<file path="config.mk">
export PLATFORM = sky130hd
export DESIGN_NAME = mem_bus_arbiter
export DESIGN_NICKNAME = d
export VERILOG_FILES = /design/src/rtl/mem_arb_pkg.sv /design/src/rtl/arb_rr2.sv /design/src/rtl/mem_bus_arbiter.sv
export SDC_FILE = /design/constraint.sdc
export NUM_CORES = 1
export LEC_CHECK = 0
export ABC_AREA = 1
export CAP_MARGIN = 20
export CORE_UTILIZATION = 46
export DETAILED_ROUTE_END_ITERATION = 10
export HOLD_SLACK_MARGIN = 0.03
export PLACE_DENSITY = 0.85
export SYNTH_ARGS = -nofsm -noshare
export SYNTH_HDL_FRONTEND = slang
export SYNTH_HIERARCHICAL = 1
export SYNTH_SLANG_ARGS = --single-unit
</file>
<file path="constraint.sdc">
create_clock -name Clk -period 4.4 [get_ports Clk]
set_clock_uncertainty 0.2 [all_clocks]
set_input_delay 0.88 -clock Clk [delete_from_list [all_inputs] [get_ports Clk]]
set_output_delay 0.88 -clock Clk [all_outputs]
set_load 0.05 [all_outputs]
</file>
<file path="src/rtl/mem_arb_pkg.sv">
// Shared definitions for the memory bus arbiter: FSM encoding, owner codes
// and the supported range of memory read latency.
package mem_arb_pkg;

  typedef enum logic [1:0] {
    IDLE  = 2'd0,
    ISSUE = 2'd1,
    WAIT  = 2'd2,
    ACK   = 2'd3
  } arb_state_t;

  localparam logic OWN_CPU = 1'b0;
  localparam logic OWN_DMA = 1'b1;

  localparam int RD_LAT_MIN = 1;
  localparam int RD_LAT_MAX = 4;

endpackage

</file>
<file path="src/rtl/arb_rr2.sv">
// Two-way round-robin pick: a lone request wins outright, a tie goes to the
// requester that was not served last.
module arb_rr2
  import mem_arb_pkg::*;
(
  input  logic req0,
  input  logic req1,
  input  logic rr_last,
  output logic winner,
  output logic valid
);

  always_comb begin
    valid  = req0 | req1;
    winner = OWN_CPU;
    if (req0 && req1) begin
      winner = ~rr_last;
    end else if (req1) begin
      winner = OWN_DMA;
    end
  end

endmodule

</file>
<file path="src/rtl/mem_bus_arbiter.sv">
// Serialises CPU and DMA accesses onto one memory port, one transaction at a
// time, with round-robin arbitration and registered outputs.
module mem_bus_arbiter
  import mem_arb_pkg::*;
#(
  parameter int ADDR_W = 8,
  parameter int DATA_W = 8,
  parameter int RD_LAT = 1
) (
  input  logic              Clk,
  input  logic              Reset,
  input  logic              cpu_req,
  input  logic              cpu_write,
  input  logic [ADDR_W-1:0] cpu_addr,
  input  logic [DATA_W-1:0] cpu_wdata,
  output logic              cpu_gnt,
  output logic              cpu_ack,
  output logic [DATA_W-1:0] cpu_rdata,
  input  logic              dma_req,
  input  logic              dma_write,
  input  logic [ADDR_W-1:0] dma_addr,
  input  logic [DATA_W-1:0] dma_wdata,
  output logic              dma_gnt,
  output logic              dma_ack,
  output logic [DATA_W-1:0] dma_rdata,
  output logic [ADDR_W-1:0] mem_addr,
  output logic [DATA_W-1:0] mem_wdata,
  output logic              mem_write,
  input  logic [DATA_W-1:0] mem_rdata,
  output logic              busy,
  output logic [1:0]        dbg_state
);

  // Handshake: a master raises req with write/addr/wdata stable; they are
  // latched in the IDLE cycle it wins, and the master sees gnt from ISSUE to
  // ACK and a single-cycle ack. Later changes to req or payload are ignored.

  localparam int LAT = (RD_LAT < RD_LAT_MIN) ? RD_LAT_MIN :
                       (RD_LAT > RD_LAT_MAX) ? RD_LAT_MAX : RD_LAT;
  localparam int CNT_W = 3;

  arb_state_t        state;
  logic              owner;
  logic              rr_last;
  logic              cur_write;
  logic [CNT_W-1:0]  lat_cnt;
  logic              win;
  logic              win_valid;
  logic              sel_write;
  logic [ADDR_W-1:0] sel_addr;
  logic [DATA_W-1:0] sel_wdata;

  arb_rr2 u_arb (
    .req0    (cpu_req),
    .req1    (dma_req),
    .rr_last (rr_last),
    .winner  (win),
    .valid   (win_valid)
  );

  always_comb begin
    sel_write = cpu_write;
    sel_addr  = cpu_addr;
    sel_wdata = cpu_wdata;
    if (win == OWN_DMA) begin
      sel_write = dma_write;
      sel_addr  = dma_addr;
      sel_wdata = dma_wdata;
    end
  end

  assign dbg_state = state;

  always_ff @(posedge Clk) begin
    if (Reset) begin
      state     <= IDLE;
      owner     <= OWN_CPU;
      rr_last   <= OWN_DMA;
      cur_write <= 1'b0;
      lat_cnt   <= '0;
      cpu_gnt   <= 1'b0;
      cpu_ack   <= 1'b0;
      cpu_rdata <= '0;
      dma_gnt   <= 1'b0;
      dma_ack   <= 1'b0;
      dma_rdata <= '0;
      mem_addr  <= '0;
      mem_wdata <= '0;
      mem_write <= 1'b0;
      busy      <= 1'b0;
    end else begin
      cpu_ack   <= 1'b0;
      dma_ack   <= 1'b0;
      mem_write <= 1'b0;
      unique case (state)
        IDLE: begin
          if (win_valid) begin
            state     <= ISSUE;
            owner     <= win;
            cur_write <= sel_write;
            mem_addr  <= sel_addr;
            mem_wdata <= sel_wdata;
            mem_write <= sel_write;
            cpu_gnt   <= (win == OWN_CPU);
            dma_gnt   <= (win == OWN_DMA);
            busy      <= 1'b1;
          end else begin
            mem_addr  <= '0;
            mem_wdata <= '0;
          end
        end
        ISSUE: begin
          mem_wdata <= '0;
          if (cur_write) begin
            state    <= ACK;
            mem_addr <= '0;
            cpu_ack  <= (owner == OWN_CPU);
            dma_ack  <= (owner == OWN_DMA);
          end else begin
            state   <= WAIT;
            lat_cnt <= CNT_W'(LAT);
          end
        end
        WAIT: begin
          lat_cnt <= lat_cnt - CNT_W'(1);
          // Address stays on the bus until the last latency cycle, when the
          // memory's data is valid and goes only to the owner's register.
          if (lat_cnt == CNT_W'(1)) begin
            state    <= ACK;
            mem_addr <= '0;
            if (owner == OWN_CPU) begin
              cpu_rdata <= mem_rdata;
              cpu_ack   <= 1'b1;
            end else begin
              dma_rdata <= mem_rdata;
              dma_ack   <= 1'b1;
            end
          end
        end
        ACK: begin
          state   <= IDLE;
          rr_last <= owner;
          cpu_gnt <= 1'b0;
          dma_gnt <= 1'b0;
          busy    <= 1'b0;
        end
        default: state <= IDLE;
      endcase
    end
  end

endmodule

</file>
==> results of run 1 <==
==> worst max-delay path, cell delays in order <==
cell             delay, ps
clkdlybuf4s50_1        470
inv_1                   40
a21oi_1                630
inv_2                  320
o21ai_1                270
a21oi_1                 90
==> placed cells by master (no fill, tap or decap), types with 2 or more instances in the layout <==
cell type        synthesis  final
buf_4                    1      2
nand2_1                107    107
clkbuf_8                 1      6
a21oi_1                 40     40
clkdlybuf4s50_1          0     85
a21oi_2                  2      2
o21ai_0                  7      7
dfxtp_1                 46     46
ha_1                     7      7
inv_2                    3      3
nor2_1                  29     29
inv_1                   22     22
nand3_1                 23     23
==> registers in the layout, indices dropped and copies added (netlist names) <==
name	flops
busy	1
mem_write	1
cpu_gnt	1
owner	1
cpu_ack	1
cpu_rdata	8
mem_wdata	8
lat_cnt	3
mem_addr	8
cur_write	1
dma_ack	1
dbg_state	2
dma_rdata	8
rr_last	1
dma_gnt	1
==> power breakdown <==
part,total (W),switching [W],internal [W]
logic,0.00100,0.000675,0.000326
clock network,0.000317,0.000135,0.000182
registers,0.000581,0.0000682,0.000513
==> metal layers <==
layer	wire (um)	share of wire [%]	track usage (%)
met3	248	4.5	4.91
met4	168	3.0	10.2
met5	0	0	0
met1	2380	43	27.3
met2	2760	50	39.6
==> cell type report <==
type                    instances  area (um^2)  area share (%)
well taps                      52         65.1            2.10
repair buffers                 87          866            28.0
multi-input cells             224         1030            33.3
inverters                      26         97.6            3.16
flip-flops and latches         46          921            29.8
clock buffers                   6         82.6            2.67
clock inverters                 1         30.0           0.971
==> logic make-up after synthesis <==
logic type / count (synthesis) / synth area share (%)
compound gates: 51 / 12.4
fa+ha+maj: 7 / 4.10
buf+inv: 37 / 8.56
flops: 46 / 43.1
simple gates: 166 / 31.8
==> path summary, 6_finish.rpt <==
| kind | endpoint | slack, ps | from |
|---|---|---|---|
| worst min-delay path | mem_wdata[4] | 270 | mem_wdata[4] |
| worst min register to register | mem_wdata[4] | 270 | mem_wdata[4] |
| worst max-delay path | cur_write | 1670 | dma_req |
| worst max register to register | cur_write | 2390 | rr_last |
==> through the flow <==
stage,hold slack [ps],cell area [um^2]
global placement,253,2980
global route,288,3090
floorplan,246,2130
finish,268,3090
detailed placement,256,2980
CTS,268,3090
==> impl_metrics.ini, run 1 <==
[routing]
first_pass_iters = 4
via_per_inst = 5.03
wl_per_cell_um = 12.6
routed_wl_um = 5560
drc_errors = 0
drtAntennaViolNets = 0
vias = 2225
drtIter0Drc = 210

[setup_path]
cp-end-kind = flip-flop
crit_type = input pin to flip-flop
arrival_ps = 2700
path_max_fanout = 18
cp-start-kind = input pin
cp.required_ps = 4370
r2r_cells = 4

[global_routing]
track_usage_pct = 23.0
grt_max_degree = 35
grt_antenna_before_repair = 0
grt_pass1_vias = 2024
grt-ovfl-total = 0
grt_pass1_wl_um = 9070

[sta]
fin_ws_ps = 1670
finalSetupViolCount = 0
rsz0062_at_grt = false
fin_setup_tns_ps = 0
tightest_slew_ps = 826
timing.final.crit_share_pct = 62.0
timing.fmax_ghz = 0.367
hold_violations = 0
slew_headroom_pct = 44.9
final-max-slew-violation-count = 0
period_needed_ps = 2730

[floorplanning]
start_util_pct = 48.4
die_h_um = 70.1
fp-row-count = 24
core_mm2 = 0.00441
io_pins = 86
die_w_um = 70.1
fp.dieArea_mm2 = 0.00492

[cells_and_area]
drive_gt1_share_pct = 4.62
syn2layout_area_growth_pct = 44.9
diodes = 0
postLayoutCoreUtil_pct = 70.1
fill_cells = 370
stdcell_count = 442
layout.nets = 443

[worst_hold_path]
min_path_cells = 2
hp-class = flip-flop to flip-flop

[yosys]
synth_area_mm2 = 0.00213
avgSynthCellArea_um2 = 6.95
synth_top_cell_by_area = dfxtp_1
ys_ff_latch = 46
synthArstFlopShare_pct = 0
synth_top_cell_area_share_pct = 43.1
ys_top_cells_by_area = dfxtp_1, nand2_1, a21oi_1
synth_cell_types = 26
netlist_top_cells_count = nand2_1, dfxtp_1, a21oi_1
synth.most_common_cell = nand2_1
yosysSeqAreaShare_pct = 43.1
synth_nets = 360
synth_edf_count = 0
synthCells = 307
yosysWarningCount = 6
ys.flop_type = dfxtp_1

[clocking]
cts_hold_buf = 0
cts_root_buffer = clkbuf_8
cts_made_buffers = 5
post_cts_buffers = 0
cts_tree = done
cts_resized = 0
clock_tree.htree_level_count = 2
cts_sinks = 46
clockBufferDepth = 2
clk_pin_slew_ps = 80
insertion_delay_ps = 290

[placed_design]
io_buffers = 85
dp_cells = 435
pre_cts_slack_ps = 1370
gp_congestion = 0.815
place_hpwl_um = 4030

[pwr]
power.total_w = 0.00190
p_per_area_mw_per_mm2 = 614
ir_drop_uv = 354
p_leak_nw = 1.26

[status]
outcome = finished, final reports clean

[run]
cap_violations = 0
Note: power is estimated with default switching activity, not from simulation.
==> run 2, diff against run 1 <==
CORE_UTILIZATION = 43   (was 46)
PLACE_DENSITY = 0.8   (was 0.85)
clock period = 2.85 ns   (was 4.4 ns; I/O delays follow)
==> run 2 against run 1 <==
Die area grew 6.8%. Sequential power grew 54%. Final cell count grew 3.8%. Setup slack lost 1200 ps. First-iteration DRC count shrank 19%. Combinational power grew 54%. Hold slack is essentially flat. Wire length grew 0.31%. Core utilization shrank 4.5 points. Sequential cell count is the same. Critical path type is now flip-flop to output port. Critical endpoint is now dbg_state[0]. Largest cell class unchanged.
==> impl_metrics.ini, run 2 (synthesis gave the netlist of run 1 again) <==
[status]
outcome = finished, final reports clean

[placed_design]
place_hpwl_um = 3990
gp_congestion = 0.831
io_buffers = 85
dp_cells = 451

[routing]
routed_wl_um = 5580
vias = 2187
drtIter0Drc = 171
first_pass_iters = 4
wl_per_cell_um = 12.2
drtAntennaViolNets = 0
drc_errors = 0
via_per_inst = 4.76

[clocking]
cts_hold_buf = 0
clock_tree.htree_level_count = 2
cts_made_buffers = 5
clk_pin_slew_ps = 90
insertion_delay_ps = 300
cts_resized = 0
clockBufferDepth = 2
cts_sinks = 46
cts_tree = done
cts_root_buffer = clkbuf_8
post_cts_buffers = 0

[cells_and_area]
final_common_cell = nand2_1
drive_gt1_share_pct = 5.10
layout.nets = 444
syn2layout_area_growth_pct = 46.1
stdcell_count = 459
diodes = 0
final_cell_mix = nand2_1, clkdlybuf4s50_1, dfxtp_1, a21oi_1, nor2_1

[sta]
period_needed_ps = 2400
hold_violations = 0
slew_headroom_pct = 62.4
final-max-slew-violation-count = 0
tightest_slew_ps = 562
finalSetupViolCount = 0
timing.final.crit_share_pct = 84.3
fin_setup_tns_ps = 0
rsz0062_at_grt = false
timing.fmax_ghz = 0.416

[global_routing]
grt_pass1_wl_um = 8960
grt_pass1_vias = 1994
grt_antenna_before_repair = 0
track_usage_pct = 21.8
grt-ovfl-total = 0
grt_max_degree = 31

[floorplanning]
die_w_um = 72.5
start_util_pct = 44.9
fp.dieArea_mm2 = 0.00525
fp-row-count = 25
core_mm2 = 0.00475
die_h_um = 72.5
io_pins = 86

[setup_path]
rrSetupSlack_ps = 970
critPathTopFamily = buffers and inverters
cp-start-kind = flip-flop
cp-end-kind = output port
arrival_ps = 1630
cp_num_buf_inv = 1
cp.required_ps = 2080
max_stage_delay_ps = 860
cp.depth = 1
slowest_stage = clkdlybuf4s50_1
path_max_fanout = 7
crit_chain = clkdlybuf4s50_1
crit_type = flip-flop to output port
r2r_cells = 5

[pwr]
p_per_area_mw_per_mm2 = 938
ir_drop_uv = 542
p_leak_nw = 1.27

[worst_hold_path]
min_path_cells = 2
hp-class = flip-flop to flip-flop

[run]
cap_violations = 0
## run 2: changes by cell type in the layout (fill, tap and decap cells not counted)
cell      previous run  this run
inv_6                0         1
clkbuf_8             6         5
buf_4                2         3
clkinv_2             0         1
## run 2: power by group
group	internal, W	total (W)	switching, W
clock	0.000263	0.000492	0.000229
sequential	0.000792	0.000896	0.000104
combinational	0.000506	0.00154	0.00103
## run 2: per-stage QoR
step	power [W]	worst slack (ps)	instance area [um^2]	hold slack (ps)	util, %
after floorplan	0.00201	902	2130	246	-
after global placement	0.00241	648	3010	253	63.2
after detailed placement	0.00244	595	3010	257	63.2
after CTS	0.00294	447	3120	271	65.6
after global routing	0.00311	388	3120	297	65.6
final	0.00293	446	3120	268	65.6
## run 2: worst min-delay path, stage by stage (launching register included)
cell	delay, ps
dfxtp_1	320
nand2_1	60
a21oi_1	50
## run 2: layout make-up
type / count / area, um^2
Sequential cell: 46 / 921
Inverter: 26 / 97.6
Clock buffer: 5 / 68.8
Timing Repair Buffer: 88 / 873
Clock inverter: 3 / 43.8
Fill cell: 434 / 1640
Multi-Input combinational cell: 224 / 1030
Tap cell: 67 / 83.8
## run 2: worst paths after layout
path / startpoint / end
hold / removal: cpu_rdata[3] / cpu_rdata[3]
setup / recovery: dbg_state[0] / dbg_state[0]
setup reg to reg: dbg_state[1] / mem_wdata[3]
hold reg to reg: cpu_rdata[3] / cpu_rdata[3]
## run 2: metal layers
layer,track usage [%],wire length (um),vias up
met5,0,0,-
met4,8.50,123,0
met3,6.11,277,14
met2,35.7,2770,58
met1,27.1,2400,978
li1,-,-,1137
